`src/rtl/reg_write_arbiter_if.sv`:
```
// Write-port bus between the requesters and the register-write arbiter.
//
// Handshake: requester i holds req[i] high with req_addr/req_data stable
// until gnt[i] is high. The transfer completes on the posedge at which gnt[i]
// is high. Keeping req[i] high after that edge requests a new write. Dropping
// req[i] before the grant withdraws the request, and no write occurs.
// freeze stops any new grant. gnt is combinational from req, freeze and the
// round-robin pointer.
interface reg_write_arbiter_if #(
  parameter int WIDTH = 8,
  parameter int NREQ  = 4,
  parameter int NREG  = 8,
  parameter int AW    = 3
);
  logic [NREQ-1:0]       req;
  logic [NREQ*AW-1:0]    req_addr;
  logic [NREQ*WIDTH-1:0] req_data;
  logic                  freeze;
  logic [NREQ-1:0]       gnt;
  logic [NREG-1:0]       w_en;
  logic [AW-1:0]         w_addr;
  logic [WIDTH-1:0]      w_data;
  logic [2:0]            last_gnt;
  logic                  err_oor;
  logic [2:0]            rr_ptr;   // debug view of the round-robin pointer

  modport master (
    output req, req_addr, req_data, freeze,
    input  gnt, w_en, w_addr, w_data, last_gnt, err_oor, rr_ptr
  );

  modport slave (
    input  req, req_addr, req_data, freeze,
    output gnt, w_en, w_addr, w_data, last_gnt, err_oor, rr_ptr
  );
endinterface

```
`src/rtl/reg_write_arbiter.sv`:
```
// Round-robin arbiter for the single write port of a register bank.
// The winning address and data are captured on the grant edge. They are
// presented one cycle later as a one-hot write enable with a shared data bus.
// Out-of-range addresses are accepted but never written, and they set a
// sticky error flag.
module reg_write_arbiter #(
  parameter int WIDTH = 8,
  parameter int NREQ  = 4,
  parameter int NREG  = 8,
  parameter int AW    = 3
) (
  input logic               clk,
  input logic               rst,
  reg_write_arbiter_if.slave bus
);

  logic [NREQ-1:0]  eligible;
  logic [NREQ-1:0]  arb_gnt;
  logic             found;
  logic [2:0]       win;
  logic [AW-1:0]    win_addr;
  logic [WIDTH-1:0] win_data;
  logic             in_range;
  logic [NREG-1:0]  onehot;
  logic [2:0]       rr_next;

  logic [2:0]       rr_ptr;
  logic [NREG-1:0]  w_en_q;
  logic [AW-1:0]    w_addr_q;
  logic [WIDTH-1:0] w_data_q;
  logic [2:0]       last_gnt_q;
  logic             err_q;

  assign eligible = bus.req & {NREQ{~bus.freeze}};

  // Search upward from the pointer with wrap-around. The first eligible requester wins.
  always_comb begin
    arb_gnt  = '0;
    found    = 1'b0;
    win      = 3'd0;
    win_addr = '0;
    win_data = '0;
    for (int i = 0; i < NREQ; i++) begin
      for (int j = 0; j < NREQ; j++) begin
        if (!found && eligible[j] && (((int'(rr_ptr) + i) % NREQ) == j)) begin
          found      = 1'b1;
          arb_gnt[j] = 1'b1;
          win        = 3'(j);
          win_addr   = bus.req_addr[j*AW +: AW];
          win_data   = bus.req_data[j*WIDTH +: WIDTH];
        end
      end
    end
  end

  // Decode the winning address into a bank enable, and advance the pointer past the winner.
  always_comb begin
    onehot   = '0;
    in_range = (int'(win_addr) < NREG);
    for (int j = 0; j < NREG; j++) begin
      onehot[j] = (int'(win_addr) == j);
    end
    rr_next = (int'(win) == NREQ - 1) ? 3'd0 : win + 3'd1;
  end

  // Capture the accepted write. Without a grant, w_en drops and everything else holds.
  always_ff @(posedge clk or negedge rst) begin
    if (!rst) begin
      rr_ptr     <= 3'd0;
      w_en_q     <= '0;
      w_addr_q   <= '0;
      w_data_q   <= '0;
      last_gnt_q <= 3'd0;
      err_q      <= 1'b0;
    end else if (found) begin
      w_addr_q   <= win_addr;
      w_data_q   <= win_data;
      w_en_q     <= in_range ? onehot : '0;
      last_gnt_q <= win;
      rr_ptr     <= rr_next;
      if (!in_range) err_q <= 1'b1;
    end else begin
      w_en_q <= '0;
    end
  end

  // While reset is asserted, the grant is held low even if requests are pending.
  assign bus.gnt      = rst ? arb_gnt : '0;
  assign bus.w_en     = w_en_q;
  assign bus.w_addr   = w_addr_q;
  assign bus.w_data   = w_data_q;
  assign bus.last_gnt = last_gnt_q;
  assign bus.err_oor  = err_q;
  assign bus.rr_ptr   = rr_ptr;

endmodule
```
`src/flat_wrapper.sv`:
```
// flat-port wrapper written by rule: the top's interface ports become plain ports
module reg_write_arbiter_flat 
#(
  parameter int WIDTH = 8,
  parameter int NREQ  = 4,
  parameter int NREG  = 8,
  parameter int AW    = 3
)
  (clk, rst, bus_req, bus_req_addr, bus_req_data, bus_freeze, bus_gnt, bus_w_en, bus_w_addr, bus_w_data, bus_last_gnt, bus_err_oor, bus_rr_ptr);
  reg_write_arbiter_if #(.WIDTH(WIDTH), .NREQ(NREQ), .NREG(NREG), .AW(AW)) bus_i ();
  input logic clk;
  input logic rst;
  input wire logic [$bits(bus_i.req)-1:0] bus_req;
  input wire logic [$bits(bus_i.req_addr)-1:0] bus_req_addr;
  input wire logic [$bits(bus_i.req_data)-1:0] bus_req_data;
  input wire logic [$bits(bus_i.freeze)-1:0] bus_freeze;
  output wire logic [$bits(bus_i.gnt)-1:0] bus_gnt;
  output wire logic [$bits(bus_i.w_en)-1:0] bus_w_en;
  output wire logic [$bits(bus_i.w_addr)-1:0] bus_w_addr;
  output wire logic [$bits(bus_i.w_data)-1:0] bus_w_data;
  output wire logic [$bits(bus_i.last_gnt)-1:0] bus_last_gnt;
  output wire logic [$bits(bus_i.err_oor)-1:0] bus_err_oor;
  output wire logic [$bits(bus_i.rr_ptr)-1:0] bus_rr_ptr;
  assign bus_i.req = bus_req;
  assign bus_i.req_addr = bus_req_addr;
  assign bus_i.req_data = bus_req_data;
  assign bus_i.freeze = bus_freeze;
  assign bus_gnt = bus_i.gnt;
  assign bus_w_en = bus_i.w_en;
  assign bus_w_addr = bus_i.w_addr;
  assign bus_w_data = bus_i.w_data;
  assign bus_last_gnt = bus_i.last_gnt;
  assign bus_err_oor = bus_i.err_oor;
  assign bus_rr_ptr = bus_i.rr_ptr;
  reg_write_arbiter #(.WIDTH(WIDTH), .NREQ(NREQ), .NREG(NREG), .AW(AW)) u_core (.clk(clk), .rst(rst), .bus(bus_i));
endmodule
```
`config.mk`:
```
export PLATFORM = sky130hd
export DESIGN_NAME = reg_write_arbiter_flat
export DESIGN_NICKNAME = d
export VERILOG_FILES = /design/src/rtl/reg_write_arbiter_if.sv /design/src/rtl/reg_write_arbiter.sv /design/src/flat_wrapper.sv
export SDC_FILE = /design/constraint.sdc
export NUM_CORES = 1
export LEC_CHECK = 0
export BUFFER_PORTS_ARGS = -buffer_cell sky130_fd_sc_hd__buf_2
export CORE_MARGIN = 10
export CORE_UTILIZATION = 45
export DETAILED_ROUTE_END_ITERATION = 7
export PLACE_DENSITY = 0.71
export SLEW_MARGIN = 15
export SYNTH_ARGS = -nofsm -noshare
export SYNTH_HDL_FRONTEND = slang
export SYNTH_SLANG_ARGS = --single-unit
```
`constraint.sdc`:
```
create_clock -name clk -period 7.3 [get_ports clk]
set_input_delay 0 -clock clk [delete_from_list [all_inputs] [get_ports clk]]
set_output_delay 0 -clock clk [all_outputs]
set_load 0.02 [all_outputs]
```
==> flow_summary.yaml, run 1 <==
setup_path:
  reg2reg_to: "u_core.bus.w_data[5]"
  critPathBufInv: 1
  rrSetupSlack_ns: 4.06
  crit_fanout: 28
  slowest_stage: "or4_1"
  crit_chain: "buf_4 -> mux2i_2 -> o22ai_1 -> or4_1 -> nor3_4 -> nand2_4 -> o22ai_1 -> nor2_1"
  cpPeakStageDelay_ns: 0.70
  worst_setup_path_start_kind: "register"
  crit_path_end_kind: "register"
  cpMostUsedCell: "o22ai_1"
  r2r_start: "u_core.bus.rr_ptr[0]"
  rr_worst_depth: 8
  critPathTopFamily: "simple AND/OR/NAND/NOR gates"
  path_class: "register to register"
  worstPathRequired_ns: 7.47
  critPathArrivalTime_ns: 3.41
synth:
  syn_inst: 300
  synth_top_area_cell: "dfrtp_1"
  synth_flop_cell: "dfrtp_1"
  ys_async_sr_fraction_pct: 100
  ys_seq_elements: 23
  synth_seq_area_share_pct: 23.9
  synth_top_area_share_pct: 23.9
  avgSynthCellArea_um2: 8.03
  netlist_area_um2: 2410
  synth_cell_types: 69
  synth_edf_count: 0
  synth_warnings: 0
  synth_area_leaders: "dfrtp_1 (24%), nor2_1 (4.2%), a222oi_1 (4.2%)"
detailed_routing:
  dr.first_iter.drc_count: 447
  dr.pass1.iters: 7
  ant_nets: 0
  drc: 0
  vias: 2957
  viasPerCell: 6.81
  wl_per_cell_um: 21.0
  drt_wl_total_um: 9100
placed_design:
  place_congestion: 1.04
  io_buffers: 77
  hpwl_um: 6990
clock_tree:
  clkSinkCount: 23
  clockBufferDepth: 2
  htree_levels: 1
  path_clk_slew_ns: 0.09
  numCtsBuffers: 3
  cts_tree: "built"
  clkLatencyLatePin_ns: 0.27
  ctsResizeCount: 0
  root_buffer: "clkbuf_8"
  cts_setup_buffers: 0
  holdBufCountCts: 1
die:
  fp.coreArea_um2: 5140
  die_w_um: 93.2
  die_h_um: 93.2
  num_rows: 26
  start_util_pct: 46.9
  ios: 81
  die_area_um2: 8680
sta:
  timing.fmax_ghz: 0.309
  worstMarginPinSlew_ns: 0.911
  fin_skew_ns: 0.00806
  hold_viol_final: 0
  slew_viol_final: 0
  min_period_over_period_pct: 44.4
  relSlewSlack_pct: 38.7
  hold_ws_ns: 0.0207
  grt_setup_unrepaired: "false"
  fin_setup_tns_ns: 0
  fin_crit_ns: 3.24
  setup_viol: 0
finish:
  drive_gt1_share_pct: 27.2
  nNetsFinal: 417
  fillers: 529
  syn2layout_area_growth_pct: 17.7
  n_antenna_cell: 0
global_route:
  grt-ovfl-total: 0
  grt_start_max_net_pins: 29
  grt_usage_pct: 20.3
  grt_pass1_wl_um: 14700
  first_global_vias: 2863
  antenna_found_initial: 0
run:
  drv_cap: 0
hold_path:
  holdPathEnd: "u_core.bus.w_data[1]"
  holdCritPathClass: "input pin to register"
  min_from: "bus_req_data[25]"
  min_path_cells: 3
status:
  status: "complete, no violations"
power:
  ir_drop_mv: 0.161
  powerDensity_nw_per_um2: 348
  power_w: 0.000987
  total_leakage_power_nw: 1.23
[power breakdown]
group | switching (W) | internal [W] | total (W)
combinational | 0.000427 | 0.000250 | 0.000677
sequential | 0.0000444 | 0.000183 | 0.000227
clock | 0.0000436 | 0.0000382 | 0.0000818
[stage by stage]
stage	setup slack, ns	std cells	util, %	instance area (µm²)
2_1_floorplan	4.82	302	-	2420
3_3_place_gp	4.18	429	54.1	2780
3_5_place_dp	4.16	429	54.1	2780
4_1_cts	4.12	434	55.2	2840
5_1_grt	3.88	434	55.2	2840
6_report	4.06	434	55.2	2840
[cell usage after synthesis, drive strengths merged, types with 6 or more instances]
library cell / number
a22oi: 9
nand2b: 13
buf: 12
a21oi: 11
clkbuf: 9
o21ai: 14
nor2b: 8
nor3b: 6
nor3: 16
a222oi: 10
a31oi: 8
o22ai: 12
dfrtp: 23
nor2: 27
nand2: 25
[metal layers]
| metal | vias up | wire length [µm] | GRT usage, % |
|---|---|---|---|
| met4 | 0 | 191 | 5.14 |
| met2 | 236 | 4200 | 33.2 |
| met5 | - | 0 | 0 |
| li1 | 1315 | - | - |
| met1 | 1381 | 3680 | 26.1 |
| met3 | 25 | 1020 | 4.88 |
[final cells by class]
type                       instances  area, µm²  area share (%)
clock buffer                       3       41.3            1.46
sequential                        23        576            20.3
timing repair buffer              79        403            14.2
tap                               70       87.6            3.09
clock inverter                     1       5.00           0.176
multi-input combinational        254       1710            60.3
inverter                           4       15.0           0.529
[cell families (layout without fill, tap and decap cells)]
kind of cell	after synthesis	in the layout	share of synthesized area, %
flops	23	23	23.9
mux	7	7	3.32
simple gates	131	131	31.6
buf+inv	25	87	5.50
other cells	1	3	0.156
fa+ha+maj	1	1	0.519
compound gates	112	112	35.0
[worst max-delay path by stage]
stage                              start              endpoint  depth (start not counted)
CTS                 u_core.bus.rr_ptr[0]  u_core.bus.w_data[5]                          8
global route        u_core.bus.rr_ptr[0]  u_core.bus.w_data[6]                          8
finish              u_core.bus.rr_ptr[0]  u_core.bus.w_data[5]                          8
floorplan           u_core.bus.rr_ptr[0]  u_core.bus.w_data[5]                          9
global placement    u_core.bus.rr_ptr[0]  u_core.bus.w_data[6]                          8
detailed placement  u_core.bus.rr_ptr[0]  u_core.bus.w_data[5]                          8
[worst register-to-register path: cells and delay by family, from the launching register on]
kind / cells / cell delay [ns]
AO/OA/AOI/OAI: 2 / 0.39
flip-flops: 1 / 0.59
multiplexers: 1 / 0.36
buffers and inverters: 1 / 0.36
AND/OR/NAND/NOR: 4 / 1.43
[registers in the layout (all words and copies together), names as in the netlist]
| register | cells |
|---|---|
| u_core.bus.w_data | 8 |
| u_core.bus.w_en | 8 |
| u_core.bus.w_addr | 3 |
| u_core.bus.last_gnt | 2 |
| u_core.bus.rr_ptr | 2 |
[cells in the final DEF, fill, tap and decap left out, types with 3 or more instances in the layout]
| cell | n |
|---|---|
| o22a_1 | 3 |
| nand3_1 | 3 |
| nor3_1 | 14 |
| nor3b_1 | 6 |
| conb_1 | 3 |
| clkbuf_8 | 3 |
| a22oi_1 | 9 |
| and4b_1 | 3 |
| a221o_1 | 4 |
| a211oi_1 | 5 |
| a31oi_1 | 8 |
| buf_2 | 77 |
| nand2b_1 | 13 |
| inv_1 | 4 |
| and3_1 | 3 |
| a221oi_1 | 3 |
| o22ai_1 | 12 |
| or2_2 | 4 |
| a222oi_1 | 10 |
| a21oi_1 | 11 |
| a32oi_1 | 3 |
| o21ai_1 | 5 |
| a21boi_0 | 5 |
| dfrtp_1 | 23 |
| nor4_1 | 3 |
| nor2_1 | 27 |
| o21ai_0 | 9 |
| nor2b_1 | 8 |
| mux2i_1 | 4 |
| o21a_1 | 4 |
| nand3b_1 | 4 |
| o221ai_1 | 3 |
| nand2_1 | 24 |
(Power assumes the default switching activity.)
==> run 2: changes to the inputs <==
- clock period: 7.3 -> 3.2 ns (I/O delays scaled with it)
==> flow_summary.yaml, run 2 (synthesis results as in run 1) <==
status:
  status: "complete, no violations"
sta:
  worstMarginPinSlew_ns: 0.691
  grt_setup_unrepaired: "false"
  timing.fmax_ghz: 0.343
  min_period_over_period_pct: 91.1
  fin_setup_tns_ns: 0
  setup_viol: 0
  fin_ws_ns: 0.284
  hold_ws_ns: 0.0243
  fin_crit_ns: 2.92
  relSlewSlack_pct: 53.8
  fin_skew_ns: 0.0102
  hold_viol_final: 0
  slew_viol_final: 0
finish:
  layout_commonest_cell: "buf_2"
  syn2layout_area_growth_pct: 24.6
  mostFrequentLayoutCells: "buf_2 (77), nor2_1 (27), nand2_1 (24)"
  n_antenna_cell: 0
  drive_gt1_share_pct: 31.3
  nNetsFinal: 439
  final_util_pct: 58.4
setup_path:
  worst_setup_path_start_kind: "register"
  crit_path_end_kind: "register"
  path_class: "register to register"
  crit_fanout: 17
  critPathArrivalTime_ns: 3.08
  worstPathRequired_ns: 3.36
power:
  ir_drop_mv: 0.421
  combPwrFrac_pct: 70.5
  powerDensity_nw_per_um2: 795
  seqPwrFrac_pct: 21.6
  clkPwrFrac_pct: 7.9
  switching_share_pct: 51.2
  total_leakage_power_nw: 1.34
  netSwitchingPower_w: 0.00122
  p_int_w: 0.00116
clock_tree:
  root_buffer: "clkbuf_8"
  cts_setup_buffers: 0
  clkSinkCount: 23
  cts_tree: "built"
  path_clk_slew_ns: 0.09
  clockBufferDepth: 2
  clkLatencyLatePin_ns: 0.27
  numCtsBuffers: 3
  htree_levels: 1
die:
  die_area_um2: 8680
  start_util_pct: 46.9
  fp.coreArea_um2: 5140
  die_h_um: 93.2
  die_w_um: 93.2
  num_rows: 26
  ios: 81
detailed_routing:
  met2WireLength_um: 4320
  maxUsedRoutingLayer: "met4"
  dr_wl_met3_um: 1130
  drt_wl_total_um: 9500
  dr.pass1.iters: 6
  ant_nets: 0
  drc: 0
  wl_per_cell_um: 20.8
  vias: 3075
  wirelength_met1_um: 3850
  viasPerCell: 6.74
  dr.first_iter.drc_count: 385
global_route:
  grt_start_max_net_pins: 28
  grt_pass1_wl_um: 15000
  grt-ovfl-total: 0
  first_global_vias: 3013
  grt_usage_pct: 20.9
  antenna_found_initial: 0
run:
  drv_cap: 0
hold_path:
  holdCritPathClass: "input pin to register"
placed_design:
  preCtsSetupSlack_ns: 0.423
  place_congestion: 1.07
  hpwl_um: 7340
  io_buffers: 77
[run 2: metrics by stage]
step | total power [W] | std cells | cell area (µm²)
2_1_floorplan | 0.00165 | 302 | 2420
3_3_place_gp | 0.00216 | 451 | 2950
3_5_place_dp | 0.00217 | 451 | 2950
4_1_cts | 0.00236 | 456 | 3000
5_1_grt | 0.00255 | 456 | 3000
6_report | 0.00239 | 456 | 3000
[run 2: timing repair]
| action | in CTS | in global routing |
|---|---|---|
| hold endpoints to repair | 23 | 0 |
| resized for setup | 0 | 0 |
| hold buffers | 1 | 0 |
[run 2: worst max-delay path: stages (launching register included)]
cell      delay (ns)
dfrtp_1         0.65
inv_1           0.25
a311oi_2        0.55
nor4_1          0.14
buf_4           0.18
nand2b_1        0.17
nor3_1          0.31
nand2_1         0.12
ha_1            0.30
nand2_1         0.07
o21ai_1         0.06
[run 2: power groups by stage]
| stage | clock network, W | logic, W | registers (W) |
|---|---|---|---|
| floorplan | 0 | 0.00102 | 0.000632 |
| global placement | 0 | 0.00165 | 0.000515 |
| detailed placement | 0 | 0.00165 | 0.000517 |
| CTS | 0.000193 | 0.00166 | 0.000513 |
| global route | 0.000198 | 0.00182 | 0.000531 |
| finish | 0.000189 | 0.00168 | 0.000516 |
[run 2: area by class of cell]
class                           count  area, µm²
Fill cell                         506       2140
Multi-Input combinational cell    254       1710
Sequential cell                    23        576
Timing Repair Buffer              101        568
Tap cell                           70       87.6
Clock buffer                        3       41.3
Inverter                            4       15.0
Clock inverter                      1       5.00
[run 2: per-layer routing]
| metal | global-route usage (%) | vias to the layer above |
|---|---|---|
| met5 | 0 | - |
| met4 | 6.81 | 0 |
| met3 | 6.71 | 29 |
| met2 | 33.5 | 253 |
| met1 | 26.0 | 1429 |
| li1 | - | 1364 |
[run 2: final timing paths]
path,from,end,slack (ns),depth (start not counted)
setup / recovery,u_core.bus.rr_ptr[1],u_core.bus.rr_ptr[1],0.28,10
hold / removal,bus_req_data[29],u_core.bus.w_data[5],0.02,3
setup reg to reg,u_core.bus.rr_ptr[1],u_core.bus.rr_ptr[1],0.28,10
hold reg to reg,u_core.bus.w_addr[1],u_core.bus.w_addr[1],0.49,1
max in group asynchronous,rst,u_core.bus.rr_ptr[0],2.55,2
min in group asynchronous,rst,u_core.bus.last_gnt[0],0.26,2
==> run 3: changes to the inputs <==
- BUFFER_PORTS_ARGS: -buffer_cell sky130_fd_sc_hd__buf_2 -> -buffer_cell sky130_fd_sc_hd__buf_4
==> flow_summary.yaml, run 3 (synthesis results as in run 1) <==
clock_tree:
  root_buffer: "clkbuf_8"
  cts_tree: "built"
  clkSinkCount: 23
  numCtsBuffers: 3
  htree_levels: 1
  clockBufferDepth: 2
  cts_setup_buffers: 0
  path_clk_slew_ns: 0.08
  clkLatencyLatePin_ns: 0.27
sta:
  fin_ws_ns: 0.205
  timing.fmax_ghz: 0.334
  hold_viol_final: 1
  grt_setup_unrepaired: "false"
  min_period_over_period_pct: 93.6
  relSlewSlack_pct: 55.2
  fin_skew_ns: 0.00132
  slew_viol_final: 0
  hold_ws_ns: -0.00229
  fin_crit_ns: 3.00
  setup_viol: 0
  fin_setup_tns_ns: 0
  worstMarginPinSlew_ns: 0.666
global_route:
  first_global_vias: 2926
  grt-ovfl-total: 0
  grt_start_max_net_pins: 28
  grt_pass1_wl_um: 15700
  antenna_found_initial: 0
  grt_usage_pct: 21.7
hold_path:
  holdCritPathClass: "input pin to register"
  min_path_cells: 3
finish:
  layout_commonest_cell: "buf_4"
  syn2layout_area_growth_pct: 30.6
  nNetsFinal: 431
  mostFrequentLayoutCells: "buf_4 (92), nor2_1 (27), nand2_1 (24)"
  n_antenna_cell: 0
  drive_gt1_share_pct: 30.7
power:
  ir_drop_mv: 0.483
  total_leakage_power_nw: 1.36
  powerDensity_nw_per_um2: 777
  power_w: 0.00245
detailed_routing:
  wl_per_cell_um: 22.1
  vias: 3014
  dr.pass1.iters: 6
  viasPerCell: 6.73
  dr.first_iter.drc_count: 480
  ant_nets: 0
  drt_wl_total_um: 9910
  drc: 0
placed_design:
  place_congestion: 1.04
  hpwl_um: 7530
  io_buffers: 77
  preCtsSetupSlack_ns: 0.225
die:
  start_util_pct: 46.9
  die_w_um: 93.2
  die_h_um: 93.2
  num_rows: 26
  ios: 81
  fp.coreArea_um2: 5140
  die_area_um2: 8680
setup_path:
  crit_chain: "or2_0 -> o22ai_2 -> or4_1 -> nor2_1 -> nor3_1 -> nor2b_1 -> buf_4"
  slowest_stage: "or4_1"
  crit_path_end_kind: "output port"
  rr_worst_depth: 9
  cpPeakStageDelay_ns: 0.71
  worstPathRequired_ns: 3.20
  critPathArrivalTime_ns: 3.00
  crit_fanout: 17
  path_class: "register to output port"
  worst_setup_path_start_kind: "register"
status:
  status: "finished, violations left"
  violations: "negative hold slack"
run:
  drv_cap: 0
==> run 3: changes by cell type in the layout (fill, tap and decap cells not counted) <==
cell     before  now
buf_2        77    0
dfrtp_1      23   22
o22ai_2       0    1
dfrtp_2       0    1
nor3_1       14   13
buf_4        23   92
o22ai_1      12   11
nor3_2        1    2
==> run 3: cell type report <==
type	instances	area, µm²
Sequential cell	23	577
Clock inverter	1	5.00
Timing Repair Buffer	93	701
Multi-Input combinational cell	254	1720
Inverter	4	15.0
Fill cell	503	1990
Tap cell	70	87.6
Clock buffer	3	41.3
==> run 3: worst paths after layout <==
kind                                 startpoint                   end  slack (ns)
setup / recovery           u_core.bus.rr_ptr[1]            bus_gnt[2]        0.20
hold / removal                 bus_req_data[31]  u_core.bus.w_data[7]      -0.002
setup reg to reg           u_core.bus.rr_ptr[1]  u_core.bus.rr_ptr[0]        0.25
hold reg to reg            u_core.bus.w_addr[1]  u_core.bus.w_addr[1]        0.49
max in group asynchronous                   rst  u_core.bus.rr_ptr[0]        2.74
min in group asynchronous                   rst    u_core.bus.w_en[0]        0.18
==> run 3: per-layer routing <==
metal	vias up	track usage [%]	share of wire, %
met4	0	4.24	2.2
met1	1413	28.4	41
li1	1347	-	-
met3	28	4.56	11
met5	-	0	0
met2	226	36.0	46
==> run 3: worst max-delay path: cells and delay by family (launching register included) <==
| family | cells | cell delay [ns] |
|---|---|---|
| AOI/OAI and AO/OA | 1 | 0.24 |
| DFF | 1 | 0.67 |
| buffers and inverters | 1 | 0.17 |
| and+or+nand+nor | 5 | 1.64 |
==> run 3: what timing repair did <==
action / 4_1_cts / 5_1_grt
endpoints found under the setup margin: 0 / 21
endpoints found under the hold margin: 23 / 0
hold buffers: 1 / 0
gates resized for setup: 0 / 3
==> run 3: power by group <==
part	switching, W	internal, W
logic	0.000999	0.000713
clock network	0.0000989	0.0000871
registers	0.000128	0.000420
==> run 3: per-stage QoR <==
step                utilization (%)  cell area, µm²  cells
finish                         61.2            3150    448
global route                   61.2            3150    448
CTS                            61.0            3130    448
floorplan                         -            2420    302
global placement               59.9            3080    443
detailed placement             59.9            3080    443
